## src/rtl/nn_pkg.sv

```systemverilog
// Shared network-size constants, loader state encoding and address helper.
//   NO_HL  : number of hidden layers
//   NO_NIL : input-layer neurons (RAM words 0..NO_NIL-1)
//   NO_NHL : neurons per hidden layer
//   NO_NOL : output-layer neurons
//   DW/AW  : activation word width / RAM address width
package nn_pkg;

    localparam int unsigned NO_HL  = 2;
    localparam int unsigned NO_NIL = 784;
    localparam int unsigned NO_NHL = 28;
    localparam int unsigned NO_NOL = 10;
    localparam int unsigned DW     = 8;
    localparam int unsigned AW     = 11;

    // layer index width (0..NO_HL) and write-counter width (0..NO_NHL-1)
    localparam int unsigned LW = $clog2(NO_HL + 1);
    localparam int unsigned CW = $clog2(NO_NHL);

    // highest RAM word touched plus one
    localparam int unsigned ADDR_SPAN = NO_NIL + NO_HL * NO_NHL + NO_NOL;

    typedef enum logic [3:0] {
        IDLE  = 4'b0001,
        WRITE = 4'b0010,
        DONE  = 4'b0100,
        WAIT  = 4'b1000
    } loader_state_t;

    // First RAM word of the window owned by layer idx.
    function automatic logic [AW-1:0] layer_base(input logic [LW-1:0] idx);
        return AW'(NO_NIL) + AW'(idx) * AW'(NO_NHL);
    endfunction

endpackage

```

## src/rtl/layer_loader.sv

```systemverilog
// Write-back stage: snapshots the activated outputs of the layer just computed
// and streams them one word per cycle into the layer-input RAM at the next
// layer's address window, then pulses load_done.
//   clk        : rising-edge clock
//   rst        : asynchronous active-low reset
//   clr        : synchronous start-of-inference clear
//   load_en    : level request from the control FSM
//   act_data   : activated outputs, lane i = act_data[i*DW +: DW]
//   wr_en      : RAM write strobe
//   wr_addr    : RAM write address
//   wr_data    : RAM write data
//   load_done  : one-cycle completion pulse
//   layer_idx  : layer currently owed a write-back (0..NO_HL)
//   final_load : high while writing the output layer
module layer_loader
    import nn_pkg::*;
(
    input  logic                 clk,
    input  logic                 rst,
    input  logic                 clr,
    input  logic                 load_en,
    input  logic [NO_NHL*DW-1:0] act_data,
    output logic                 wr_en,
    output logic [AW-1:0]        wr_addr,
    output logic [DW-1:0]        wr_data,
    output logic                 load_done,
    output logic [LW-1:0]        layer_idx,
    output logic                 final_load
);

    // elaboration-time sanity on the address map
    if (ADDR_SPAN > (32'd1 << AW)) begin : g_addr_overflow
        $error("layer_loader: address windows exceed the RAM address space");
    end
    if (NO_NOL > NO_NHL) begin : g_lane_overflow
        $error("layer_loader: output layer wider than the activation bus");
    end

    loader_state_t        state_q, state_n;
    logic [CW-1:0]        cnt_q, cnt_n;
    logic [NO_NHL*DW-1:0] snap_q, snap_n;
    logic [LW-1:0]        layer_n;
    logic                 wr_en_n;
    logic [AW-1:0]        wr_addr_n;
    logic [DW-1:0]        wr_data_n;
    logic                 load_done_n;
    logic                 final_n;

    logic [AW-1:0]        base;
    logic [CW-1:0]        last_cnt;
    logic                 is_final;

    // window geometry for the layer currently owed a write-back
    always_comb begin
        is_final = (layer_idx == LW'(NO_HL));
        base     = layer_base(layer_idx);
        last_cnt = is_final ? CW'(NO_NOL - 1) : CW'(NO_NHL - 1);
    end

    // state register and registered outputs
    always_ff @(posedge clk or negedge rst) begin
        if (!rst) begin
            state_q    <= IDLE;
            cnt_q      <= '0;
            snap_q     <= '0;
            layer_idx  <= '0;
            wr_en      <= 1'b0;
            wr_addr    <= '0;
            wr_data    <= '0;
            load_done  <= 1'b0;
            final_load <= 1'b0;
        end else begin
            state_q    <= state_n;
            cnt_q      <= cnt_n;
            snap_q     <= snap_n;
            layer_idx  <= layer_n;
            wr_en      <= wr_en_n;
            wr_addr    <= wr_addr_n;
            wr_data    <= wr_data_n;
            load_done  <= load_done_n;
            final_load <= final_n;
        end
    end

    // next-state and next-output logic; outputs are computed one cycle ahead
    // so the registered strobe lines up with the written word
    always_comb begin
        state_n     = state_q;
        cnt_n       = cnt_q;
        snap_n      = snap_q;
        layer_n     = layer_idx;
        wr_en_n     = 1'b0;
        wr_addr_n   = '0;
        wr_data_n   = '0;
        load_done_n = 1'b0;
        final_n     = 1'b0;

        if (clr) begin
            state_n = IDLE;
            cnt_n   = '0;
            layer_n = '0;
        end else begin
            unique case (state_q)
                IDLE: begin
                    if (load_en) begin
                        state_n   = WRITE;
                        cnt_n     = '0;
                        snap_n    = act_data;
                        wr_en_n   = 1'b1;
                        wr_addr_n = base;
                        // lane 0 comes straight from the bus on the capture edge
                        wr_data_n = act_data[DW-1:0];
                        final_n   = is_final;
                    end
                end
                WRITE: begin
                    if (cnt_q == last_cnt) begin
                        state_n     = DONE;
                        load_done_n = 1'b1;
                        final_n     = is_final;
                        layer_n     = is_final ? '0 : layer_idx + LW'(1);
                    end else begin
                        cnt_n     = cnt_q + CW'(1);
                        wr_en_n   = 1'b1;
                        wr_addr_n = base + AW'(cnt_n);
                        wr_data_n = snap_q[32'(cnt_n) * DW +: DW];
                        final_n   = is_final;
                    end
                end
                DONE: begin
                    state_n = WAIT;
                end
                WAIT: begin
                    // a held request must be released before the next load
                    if (!load_en) begin
                        state_n = IDLE;
                    end
                end
                default: begin
                    state_n = IDLE;
                end
            endcase
        end
    end

endmodule

```

## config.mk

```make
export PLATFORM = sky130hd
export DESIGN_NAME = layer_loader
export DESIGN_NICKNAME = d
export VERILOG_FILES = /design/src/rtl/nn_pkg.sv /design/src/rtl/layer_loader.sv
export SDC_FILE = /design/constraint.sdc
export NUM_CORES = 1
export LEC_CHECK = 0
export CAP_MARGIN = 20
export CORE_ASPECT_RATIO = 0.5
export CORE_MARGIN = 10
export CORE_UTILIZATION = 50
export DETAILED_ROUTE_END_ITERATION = 7
export GPL_TIMING_DRIVEN = 0
export PLACE_DENSITY = 0.8
export SLEW_MARGIN = 0
export SYNTH_ARGS = -nofsm -noshare
export SYNTH_HDL_FRONTEND = slang
export SYNTH_SLANG_ARGS = --single-unit
export TNS_END_PERCENT = 100
```

## constraint.sdc

```tcl
create_clock -name clk -period 2.6 [get_ports clk]
set_input_delay 0.65 -clock clk [delete_from_list [all_inputs] [get_ports clk]]
set_output_delay 0.65 -clock clk [all_outputs]
set_load 0.03 [all_outputs]
```

### After elaboration in Yosys (flattened, before gate mapping)

Cells that the tools add are included.

| cells by class | value |
|---|---|
| add/sub/neg operators | 4 |
| $mul | 1 |
| equal/unequal tests | 10 |
| shift operators | 1 |
| mux-type cells | 32 |
| bitwise logic cells | 1 |
| reductions and logical operators | 7 |

Operator list:

| cell | number |
|---|---|
| $shiftx 224x9->8 | 1 |
| $mux 11 | 3 |
| $mux 8 | 3 |
| $pmux 11 s2 | 1 |
| $mux 5 | 4 |
| $mux 4 | 4 |
| $pmux 4 s4 | 1 |
| $pmux 8 s2 | 1 |
| $ne 3x3->1 const B | 4 |
| $add 10x7->11 const A | 1 |
| $add 11x5->11 | 1 |
| $pmux 5 s2 | 1 |
| $reduce_and 3->1 | 3 |
| $mux 1 | 8 |
| $mux 2 | 4 |
| $add 5x1->5 const B | 1 |
| $eq 5x5->1 | 1 |
| $mul 2x3->5 const B | 1 |
| $eq 4x1->1 const B | 1 |
| $eq 4x2->1 const B | 1 |
| $eq 4x3->1 const B | 1 |
| $eq 4x4->1 const B | 1 |
| $pmux 1 s2 | 2 |
| $reduce_bool 2->1 | 2 |
| 5 further kinds | 5 |

| storage, ports and cells | value |
|---|---|
| bits in registers | 257 |
| bits of input ports | 228 |
| output and inout bits | 24 |
| logic and storage cells | 65 |

### Longest topological paths before layout

Gate-level depths: netlist (run 1).

| logic depth | value |
|---|---|
| depth in word-level cells | 6 |
| mapped depth | 10 |
| mapped depth without buffers | 9 |

### Least setup slack after synthesis (run 1)

OpenSTA, ideal clock, no wires.

| timing | value |
|---|---|
| path type | flip-flop to flip-flop |
| start | register cnt_q[0] |
| end | register wr_addr[7] |
| library setup time | 0.080 ns |
| arrival time | 2.225 ns |
| required time | 2.520 ns |
| slack | 0.294 ns |
| stages on the path, launching flop included | 11 |
| path buffers | 1 |
| clock period less this slack | 2.306 ns |
| cells stage by stage | dfrtp_1 -> ha_1 -> buf_2 -> nand3_1 -> xnor2_2 -> ha_1 -> a21oi_1 -> nand2_1 -> a211oi_1 -> o21ai_0 -> a21oi_1 |

| on the way | value |
|---|---|
| cells in the longest elaborated chain, start to end | 5 |
| elaborated cells on any way between the ends | 6 |
| classes of those cells | 2 x add/sub; 1 x eq/ne; 3 x mux |

RTL lines:

| element | line | source |
|---|---|---|
| from (decl) | layer_loader.sv:40 | `logic [CW-1:0] cnt_q, cnt_n;` |
| from (signal assigned) | layer_loader.sv:74 | `cnt_q <= cnt_n;` |
| $add 5x1->5 | layer_loader.sv:123 | `cnt_n = cnt_q + CW'(1);` |
| $add 11x5->11 | layer_loader.sv:125 | `wr_addr_n = base + AW'(cnt_n);` |
| $mux 11 * | layer_loader.sv:117 | `if (cnt_q == last_cnt) begin` |
| $pmux 11 s2 * | layer_loader.sv:103 | `unique case (state_q)` |
| $mux 11 * | layer_loader.sv:98 | `if (clr) begin` |
| net wr_addr_n[7] | layer_loader.sv:44 | `logic [AW-1:0] wr_addr_n;` |
| to (signal assigned) | layer_loader.sv:78 | `wr_addr <= wr_addr_n;` |
| to (decl) | layer_loader.sv:24 | `output logic [AW-1:0] wr_addr,` |

Mark *: on every way through the listed nets, which the timed path passes. The rest lies on a longest branch.
A chain may end at the register's enable or synchronous reset.

### Final worst setup path (run 1)

| timing | value |
|---|---|
| start | register cnt_q[0] |
| end | register wr_addr[6] |

Same word-level chain as after synthesis.

==> results of run 1 <==
state kept, by name (all words and copies together), names as in the netlist:
name	flops
cnt_q	5
final_load	1
layer_idx	2
load_done	1
snap_q	224
state_q	4
wr_addr	11
wr_data	8
wr_en	1
through the flow:
stage               utilization, %  instance area (sq um)  setup slack [ns]  instances  setup TNS [ns]
CTS                           68.4                  15900            0.0120       1872               0
floorplan                        -                  12000             0.294       1268               0
global route                  68.7                  16000           -0.0648       1876          -0.114
detailed placement            64.5                  15000            -0.519       1828          -81.55
finish                        68.7                  16000            0.0870       1876               0
global placement              64.2                  14900             -9.35       1826        -2460.15
final cells by class:
type                    count  area [sq um]  share of cell area (%)
clock buffers              36           747                    4.68
flip-flops and latches    257          6430                    40.3
inverters                  21          78.8                   0.494
multi-input cells         919          5260                    33.0
plain buffers              71           365                    2.29
clock inverters             7          78.8                   0.494
well taps                 307           384                    2.41
diodes                      2          5.00                  0.0314
repair buffers            256          2610                    16.3
where the power goes:
part / internal [mW] / switching, mW
Sequential: 4.71 / 0.410
Clock: 2.10 / 1.56
Combinational: 0.964 / 0.999
kinds of logic after synthesis:
logic type	after synthesis
AO/OA/AOI/OAI	76
XOR/XNOR	6
adder cells (fa/ha/maj)	14
buffers and inverters	92
flip-flops	257
multiplexers	67
AND/OR/NAND/NOR	756
worst min path at each step:
stage | start | end | slack, ns | cells past startpoint
2_1_floorplan | rst | cnt_q[0] | 0.35 | 0
3_3_place_gp | snap_q[219] | snap_q[219] | 0.45 | 2
3_5_place_dp | snap_q[159] | snap_q[159] | 0.46 | 2
4_1_cts | rst | snap_q[107] | 0.06 | 1
5_1_grt | rst | snap_q[99] | 0.07 | 1
6_report | rst | snap_q[106] | 0.04 | 1
metal layers:
metal | vias to the layer above | part of all wire (%) | wire length (um) | global-route usage (%)
met5 | - | 0 | 0 | 0
met4 | 0 | 2.7 | 1020 | 7.74
met3 | 77 | 7.7 | 2940 | 5.21
met2 | 433 | 51 | 19500 | 42.6
met1 | 5169 | 39 | 14900 | 29.8
li1 | 4690 | - | - | -
critical path: cells and delay by family, from the launching register on:
family	cells	cell delay, ns
AO/OA/AOI/OAI	3	0.42
XOR/XNOR	1	0.21
adder cells (fa/ha/maj)	1	0.48
buffers and inverters	2	0.49
flip-flops	1	0.40
AND/OR/NAND/NOR	3	0.42
timing repair:
action | 4_1_cts | 5_1_grt
hold endpoints to repair | 0 | 0
hold buffers | 0 | 0
gates cloned | 0 | 0
pin swaps | 1 | 1
buffers inserted | 1 | 2
setup endpoints to repair | 12 | 107
gates resized for setup | 11 | 13
layout by cell type, fill, tap and decap left out, types with 3 or more instances in the layout:
cell type,synthesis,final
nand2_1,689,688
mux4_2,56,56
o22ai_1,8,8
a211oi_1,25,18
a211oi_2,0,7
inv_1,21,21
a21oi_1,8,8
buf_6,1,3
clkinv_2,0,3
buf_2,42,39
ha_1,13,12
o21ai_0,5,5
clkbuf_4,0,3
nand3_1,15,14
a22oi_1,3,3
clkbuf_1,21,23
clkbuf_8,0,8
nor3_1,5,4
clkbuf_16,0,25
a21boi_0,9,9
buf_4,5,6
dfrtp_1,256,256
clkdlybuf4s50_1,0,250
mux2i_1,11,11
nor2_1,17,16
nor2b_1,13,13
a21o_1,3,3
xor2_1,3,3
nand3b_1,4,4
==> results by group, run 1 <==
Setup path
  – Most prevalent standard cell on the critical path: a21oi_1
  – CP required: 3.05 ns
  – WS Path Type: flip-flop to flip-flop
  – Crit path from: cnt_q[0]
  – R2R Path End: wr_addr[6]
  – Critical path endpoint category: flip-flop
  – Reg2reg start: cnt_q[0]
  – Critical Path Sink: wr_addr[6]
  – Slowest cell on crit path: fa_1
  – Crit path DAT: 2.96 ns
  – Critical path's largest stage delay: 0.48 ns
  – Cells along the critical path: buf_4, buf_6, nand3_2, xnor2_2, fa_1, a21oi_1, nor2_1, nor3_1, o21ai_0, a21oi_1
  – Reg2reg setup slack: 0.09 ns
  – CP max FO: 10
  – CP Launch Type: flip-flop
  – R2r worst-path depth: 10

Pwr
  – Max VDD drop: 0.420 mV
  – Total Power: 10.7 mW
  – Power Density: 673 mW/mm^2
  – Lkg Pwr: 7.72 nW

Logic synthesis
  – Async S/R FF share, synth: 100%
  – Multiplexer share of the synthesized area: 11.4%
  – Yosys warning count: 0
  – Avg Cell Area, Syn: 9.48 sq um
  – Syn Inst Count: 1268
  – Synth cell count leaders: 689 x nand2_1, 256 x dfrtp_1, 56 x mux4_2
  – Post-Synth Adder-Cell Area: 1.52%
  – Compound-Gate Fraction of Synth Area: 4.86%
  – EDFF count, synth: 0
  – Yosys cell types: 53
  – Ys flop type: dfrtp_1
  – Post-synth top area share: 53.3%
  – Syn Nets: 1510
  – Most common cell in the synthesized netlist: nand2_1
  – Syn Std Cell Area: 0.0120 sq mm
  – Area contributors post-synth: dfrtp_1 53%, nand2_1 22%, mux4_2 10%, buf_2 1.7%, a211oi_1 1.6%
  – Largest family of logic cells by synthesized area: simple AND/OR/NAND/NOR gates
  – Synth area leader: dfrtp_1
  – Simple-gate portion of the synthesized area: 24.6%
  – Post-Synth XOR/XNOR Area: 0.562%
  – #FFs+latches synth: 257
  – Post-synthesis sequential area ratio: 53.5%

Final layout
  – Synth-to-layout area growth: 32.7%
  – Share of layout cells above drive strength 1: 11.2%
  – # fillers: 1694
  – Nets: 1792

Clock tree
  – TritonCTS Buffers: 24
  – CTS Buffer Depth: 3
  – Clk slew on worst S/H paths: 0.07 ns
  – Htree depth: 1
  – Worst-Skew Late Latency: 0.53 ns
  – Clk root buf: clkbuf_16
  – CTS Sinks: 257
  – CTS tree: built

Die
  – Core area: 0.0232 sq mm
  – Chip height: 130 um
  – Ports: 252
  – Die width: 239 um
  – Die area: 0.0310 sq mm
  – Cell Rows: 39
  – Initial Utilization: 51.8%

STA
  – Slew HR: 51.3%
  – Final setup vio count: 0
  – Tmin final: 2.51 ns
  – Min Hold Slack: 0.0361 ns
  – Pins Over Slew Limit: 0
  – Worst-margin pin slew: 0.731 ns
  – RSZ-0062 raised after global routing: yes
  – Tcrit/Tclk final: 96.7%
  – FMAX: 398 MHz
  – Worst Skew: 0.0122 ns
  – Fin. Hold Viols: 0

Detailed routing
  – Routed length per placed instance: 20.4 um
  – DRC errors left: 0
  – Pre-antenna DRT Iters: 5
  – Routed vias: 10.4k
  – Routed Antenna Nets: 0
  – Routed WL: 38300 um
  – First DRT Iteration DRCs: 1047
  – Drt via density: 5.53

Place
  – IO Port Bufs: 251
  – Placer congestion estimate: 0.919
  – Estimated wirelength of the detail-placed design: 29000 um

Global route
  – Vias in the first global route: 10.8k
  – Initial antenna violation count: 2
  – GRT Residual Overflow: 0
  – Largest net degree at the start of global routing: 111
  – First-pass GRT wire length: 58800 um
  – Total global routing track utilization: 24.3%

Outcome
  – Status: finished clean

Flow run
  – Max-cap violation count: 0

Hold path
  – Worst Hold Class: primary input to async pin
Power figures use the tool's default switching activity.
==> inputs of run 2 (changes only) <==
--- a/config.mk
+++ b/config.mk
@@ -9,9 +9,12 @@
 export CORE_ASPECT_RATIO = 0.5
 export CORE_MARGIN = 10
 export CORE_UTILIZATION = 50
+export CTS_CLUSTER_DIAMETER = 120
+export CTS_CLUSTER_SIZE = 40
 export DETAILED_ROUTE_END_ITERATION = 7
 export GPL_TIMING_DRIVEN = 0
 export PLACE_DENSITY = 0.8
+export SKIP_CTS_REPAIR_TIMING = 1
 export SLEW_MARGIN = 0
 export SYNTH_ARGS = -nofsm -noshare
 export SYNTH_HDL_FRONTEND = slang
==> results by group, run 2 (synthesis results as in run 1) <==
Outcome
  – Status: finished clean

STA
  – Tmin final: 2.58 ns (+0.0634 ns)
  – Final setup vio count: 0 (unchanged)
  – Worst Skew: 0.0400 ns (+0.0278 ns)
  – Min Hold Slack: 0.0728 ns (+0.0366 ns)
  – FMAX: 388 MHz (-2.5%)
  – Slew HR: 51.3% (about the same)
  – Worst-margin pin slew: 0.731 ns (+0.000394 ns)
  – Tcrit/Tclk final: 99.1% (+2.4 points)
  – RSZ-0062 raised after global routing: yes
  – Pins Over Slew Limit: 0 (unchanged)
  – Fin. Hold Viols: 0 (unchanged)

Setup path
  – Cells along the critical path: ha_4, buf_2, clkbuf_2, mux4_2, a211oi_1, a211oi_1
  – CP required: 2.98 ns (-0.07 ns)
  – CP Launch Type: flip-flop
  – Critical path's largest stage delay: 0.46 ns (-0.02 ns)
  – Slowest cell on crit path: a211oi_1
  – WS Path Type: flip-flop to flip-flop
  – CP max FO: 10 (unchanged)
  – Critical path endpoint category: flip-flop
  – Crit path DAT: 2.96 ns (about the same)
  – Most prevalent standard cell on the critical path: a211oi_1

Detailed routing
  – Routed WL: 37300 um (-2.5%)
  – Routed vias: 10.2k (-1.5%)
  – Routed Antenna Nets: 0 (unchanged)
  – Routed length per placed instance: 20.2 um (-1.0%)
  – DRC errors left: 0 (unchanged)
  – First DRT Iteration DRCs: 1096 (+4.7%)
  – Pre-antenna DRT Iters: 6 (+1)
  – Drt via density: 5.53 (about the same)

Pwr
  – Total Power: 9.10 mW (-15%)
  – Net Sw Power: 2.63 mW (-11%)
  – Lkg Pwr: 7.46 nW (-3.4%)
  – Power Density: 589 mW/mm^2 (-12%)
  – Comb pwr share: 21.5% (+3.2 points)
  – Internal power: 6.47 mW (-17%)
  – Clk pwr share: 22.5% (-12 points)
  – Sequential share of power: 56.0% (+8.3 points)
  – Max VDD drop: 0.420 mV (about the same)
  – Sw Ratio: 28.9% (+1.3 points)

Die
  – Chip height: 130 um (unchanged)
  – Die area: 0.0310 sq mm (unchanged)
  – Core area: 0.0232 sq mm (unchanged)
  – Cell Rows: 39 (unchanged)
  – Ports: 252 (unchanged)
  – Initial Utilization: 51.8% (unchanged)
  – Die width: 239 um (unchanged)

Clock tree
  – Worst-Skew Late Latency: 0.50 ns (-0.03 ns)
  – Clk slew on worst S/H paths: 0.15 ns (+0.08 ns)
  – CTS Buffer Depth: 3 (unchanged)
  – TritonCTS Buffers: 10 (-58%)
  – CTS Sinks: 257 (unchanged)
  – CTS tree: built
  – Htree depth: 1 (unchanged)
  – Clk root buf: clkbuf_16

Global route
  – Total global routing track utilization: 23.4% (-0.86 points)
  – Largest net degree at the start of global routing: 111 (unchanged)
  – First-pass GRT wire length: 57100 um (-2.8%)
  – Vias in the first global route: 10.6k (-1.8%)
  – Initial antenna violation count: 2 (unchanged)
  – GRT Residual Overflow: 0 (unchanged)

Final layout
  – Biggest register: snap_q
  – Most frequent cells in the layout: 688 x nand2_1, 256 x dfrtp_1, 250 x clkdlybuf4s50_1
  – # fillers: 1797 (+6.1%)
  – Synth-to-layout area growth: 28.4%
  – Nets: 1778 (-0.78%)
  – Most common cell after layout, fill and taps aside: nand2_1
  – Max reg flops: 224 (unchanged)
  – Share of layout cells above drive strength 1: 9.62% (-1.6 points)
  – Top Registers: snap_q: 224 flops, wr_addr: 11 flops, wr_data: 8 flops

Place
  – Placer congestion estimate: 0.919 (unchanged)
  – IO Port Bufs: 251 (unchanged)
  – Estimated wirelength of the detail-placed design: 29000 um (unchanged)

Hold path
  – Worst Hold Class: primary input to async pin

Flow run
  – Max-cap violation count: 0 (unchanged)
run 2: power by group through the flow:
stage | sequential (mW) | combinational [mW] | clock (mW)
after floorplan | 5.04 | 1.09 | 0
after global placement | 5.13 | 1.84 | 0
after detailed placement | 5.16 | 1.92 | 0
after CTS | 5.08 | 1.94 | 2.06
after global routing | 5.17 | 2.18 | 2.22
final | 5.10 | 1.96 | 2.05
run 2: final timing paths:
| kind | from | end | slack (ns) | cells past startpoint |
|---|---|---|---|---|
| setup / recovery | cnt_q[0] | wr_data[6] | 0.02 | 6 |
| max in group asynchronous | rst | snap_q[133] | 1.25 | 3 |
| hold reg to reg | snap_q[115] | snap_q[115] | 0.49 | 2 |
| setup reg to reg | cnt_q[0] | wr_data[6] | 0.02 | 6 |
| min in group clk | snap_q[115] | snap_q[115] | 0.49 | 2 |
| hold / removal | rst | snap_q[106] | 0.07 | 1 |
run 2: area by class of cell:
class / instances / area [sq um] / area share [%]
Antenna cell: 2 / 5.00 / 0.0324
Buffer: 71 / 357 / 2.31
Clock buffer: 14 / 287 / 1.86
Clock inverter: 1 / 30.0 / 0.194
Inverter: 21 / 78.8 / 0.510
Multi-Input combinational cell: 919 / 5260 / 34.1
Sequential cell: 257 / 6430 / 41.7
Tap cell: 307 / 384 / 2.49
Timing Repair Buffer: 256 / 2610 / 16.9
run 2: worst max-delay path: cells and delay by family, from the launching register on:
kind / cells / cell delay [ns]
buffers and inverters: 2 / 0.70
multiplexers: 1 / 0.38
AO/OA/AOI/OAI: 2 / 0.61
flip-flops: 1 / 0.44
adder cells (fa/ha/maj): 1 / 0.31
run 2: per-stage QoR:
step | cells | TNS (ns) | worst slack, ns | utilization (%) | cell area [sq um]
floorplan | 1268 | 0 | 0.294 | - | 12000
global placement | 1826 | -2460.15 | -9.35 | 64.2 | 14900
detailed placement | 1828 | -81.55 | -0.519 | 64.5 | 15000
CTS | 1843 | -1.67 | -0.247 | 65.9 | 15300
global route | 1848 | -0.166 | -0.0781 | 66.5 | 15400
finish | 1848 | 0 | 0.0236 | 66.5 | 15400
run 2: per-layer routing:
layer	global-route usage [%]	share of wire (%)	up-vias
li1	-	-	4648
met1	28.8	39	5112
met5	0	0	-
met3	4.68	7.3	57
met4	6.66	2.4	0
met2	41.6	51	400
==> inputs of run 3 (changes only) <==
--- a/config.mk
+++ b/config.mk
@@ -8,12 +8,13 @@
 export CAP_MARGIN = 20
 export CORE_ASPECT_RATIO = 0.5
 export CORE_MARGIN = 10
-export CORE_UTILIZATION = 50
+export CORE_UTILIZATION = 53
+export CTS_BUF_LIST = sky130_fd_sc_hd__clkbuf_2
 export CTS_CLUSTER_DIAMETER = 120
 export CTS_CLUSTER_SIZE = 40
 export DETAILED_ROUTE_END_ITERATION = 7
 export GPL_TIMING_DRIVEN = 0
-export PLACE_DENSITY = 0.8
+export PLACE_DENSITY = 0.84
 export SKIP_CTS_REPAIR_TIMING = 1
 export SLEW_MARGIN = 0
 export SYNTH_ARGS = -nofsm -noshare
==> results by group, run 3 (synthesis results as in run 1) <==
Outcome
  – Status: finished clean

STA
  – Min Hold Slack: 0.0625 ns (-0.0103 ns)
  – Tcrit/Tclk final: 97.0% (-2.1 points)
  – Post-route setup slack: 0.0781 ns (+0.0545 ns)
  – Tmin final: 2.52 ns (-0.0545 ns)
  – Slew HR: 53.8% (+2.5 points)
  – Fin. Hold Viols: 0 (unchanged)
  – TNS Setup: 0 ns (unchanged)
  – Worst-margin pin slew: 0.693 ns (-0.0382 ns)
  – FMAX: 397 MHz (+2.2%)
  – Worst Skew: 0.121 ns (+0.0813 ns)
  – Final setup vio count: 0 (unchanged)
  – Pins Over Slew Limit: 0 (unchanged)

Place
  – Pre-CTS setup slack: -0.450 ns (+0.0690 ns)
  – IO Port Bufs: 251 (unchanged)
  – Estimated wirelength of the detail-placed design: 29100 um (about the same)
  – Placer congestion estimate: 0.935 (+1.7%)

Setup path
  – Crit path DAT: 3.44 ns (+0.48 ns)
  – Reg2reg start: cnt_q[0]
  – Slowest cell on crit path: dfrtp_2
  – WS Path Type: flip-flop to flip-flop
  – Critical path's largest stage delay: 0.58 ns (+0.12 ns)
  – Most prevalent standard cell on the critical path: a211oi_1
  – CP max FO: 10 (unchanged)
  – CP bufs+invs: 2 (unchanged)
  – Cells along the critical path: ha_4, buf_2, clkbuf_2, mux4_2, a211oi_1, a211oi_1
  – CP Launch Type: flip-flop
  – Critical path endpoint category: flip-flop
  – CP required: 3.52 ns (+0.54 ns)
  – R2r worst-path depth: 6 (unchanged)
  – R2R Path End: wr_data[7]
  – Cell family with most CP delay: buffers and inverters
  – Reg2reg setup slack: 0.08 ns (+0.05 ns)

Global route
  – Initial antenna violation count: 2 (unchanged)
  – First-pass GRT wire length: 57900 um (+1.3%)
  – Largest net degree at the start of global routing: 108 (-2.7%)
  – GRT Residual Overflow: 0 (unchanged)
  – Vias in the first global route: 10.6k (-0.32%)
  – Total global routing track utilization: 24.8% (+1.4 points)

Final layout
  – Biggest register: snap_q
  – Nets: 1788 (+0.56%)
  – Top Registers: snap_q: 224 flops, wr_addr: 11 flops, wr_data: 8 flops
  – Max reg flops: 224 (unchanged)
  – Most common cell after layout, fill and taps aside: nand2_1
  – Utilization after layout: 70.2% (+3.7 points)
  – Synth-to-layout area growth: 28.2%
  – Share of layout cells above drive strength 1: 10.6% (+0.98 points)
  – Most frequent cells in the layout: 688 x nand2_1, 253 x dfrtp_1, 226 x clkdlybuf4s50_1

Detailed routing
  – Drt via density: 5.54 (+0.12%)
  – Pre-antenna DRT Iters: 5 (-1)
  – Routed vias: 10.2k (+0.18%)
  – DRC errors left: 0 (unchanged)
  – Routed WL: 37600 um (+0.58%)
  – First DRT Iteration DRCs: 1090 (-0.55%)
  – Routed length per placed instance: 20.3 um (+0.52%)
  – Routed Antenna Nets: 0 (unchanged)

Clock tree
  – Htree depth: 1 (unchanged)
  – Worst-Skew Late Latency: 0.97 ns (+0.47 ns)
  – CTS Buffer Depth: 3 (unchanged)
  – CTS Sinks: 257 (unchanged)
  – Clk slew on worst S/H paths: 0.69 ns (+0.54 ns)
  – TritonCTS Buffers: 10 (unchanged)
  – CTS tree: built
  – Clk root buf: clkbuf_2

Die
  – Cell Rows: 38 (-2.6%)
  – Die area: 0.0295 sq mm (-5.0%)
  – Ports: 252 (unchanged)
  – Die width: 233 um (-2.6%)
  – Chip height: 127 um (-2.4%)
  – Core area: 0.0220 sq mm (-5.4%)
  – Initial Utilization: 54.8% (+3.0 points)

Hold path
  – Worst Hold Class: primary input to async pin

Pwr
  – Max VDD drop: 0.385 mV (-8.4%)
  – Lkg Pwr: 7.85 nW (+5.3%)
  – Total Power: 8.43 mW (-7.4%)
  – Power Density: 547 mW/mm^2 (-7.2%)

Flow run
  – Max-cap violation count: 0 (unchanged)
==> run 3: area by class of cell <==
cell class              count  area [sq um]
diodes                      1          2.50
plain buffers              70           370
inverters                  21          78.8
clock buffers              13          65.1
fillers                  1642          6550
multi-input cells         919          5290
well taps                 300           375
repair buffers            267          2770
clock inverters             1          30.0
flip-flops and latches    257          6440
==> run 3: report_power, final <==
| group | total [mW] | leakage, nW | switching, mW | internal [mW] |
|---|---|---|---|---|
| clock network | 1.33 | 0.0654 | 1.18 | 0.155 |
| logic | 1.96 | 4.56 | 0.997 | 0.967 |
| registers | 5.13 | 3.23 | 0.403 | 4.73 |
| total | 8.43 | 7.85 | 2.58 | 5.85 |
==> run 3: worst max-delay path by stage <==
stage	startpoint	slack [ns]	end	depth (start not counted)
6_report	cnt_q[0]	0.08	wr_data[7]	6
5_1_grt	cnt_q[0]	-0.001	wr_data[7]	6
4_1_cts	layer_idx[0]	-0.42	layer_idx[0]	1
3_5_place_dp	load_en	-0.45	snap_q[126]	8
3_3_place_gp	rst	-9.29	snap_q[193]	1
2_1_floorplan	cnt_q[0]	0.29	wr_addr[7]	10
==> run 3: stage by stage <==
step / cells / area (sq um)
final: 1849 / 15400
after global routing: 1849 / 15400
after CTS: 1835 / 15100
after detailed placement: 1821 / 15000
after global placement: 1819 / 14900
after floorplan: 1268 / 12000
==> run 3: layer usage <==
layer / up-vias / GRT usage, % / routed length (um)
li1: 4649 / - / -
met1: 5068 / 30.1 / 14400
met2: 465 / 43.4 / 19300
met3: 53 / 6.76 / 3120
met4: 0 / 6.00 / 733
met5: - / 0 / 0
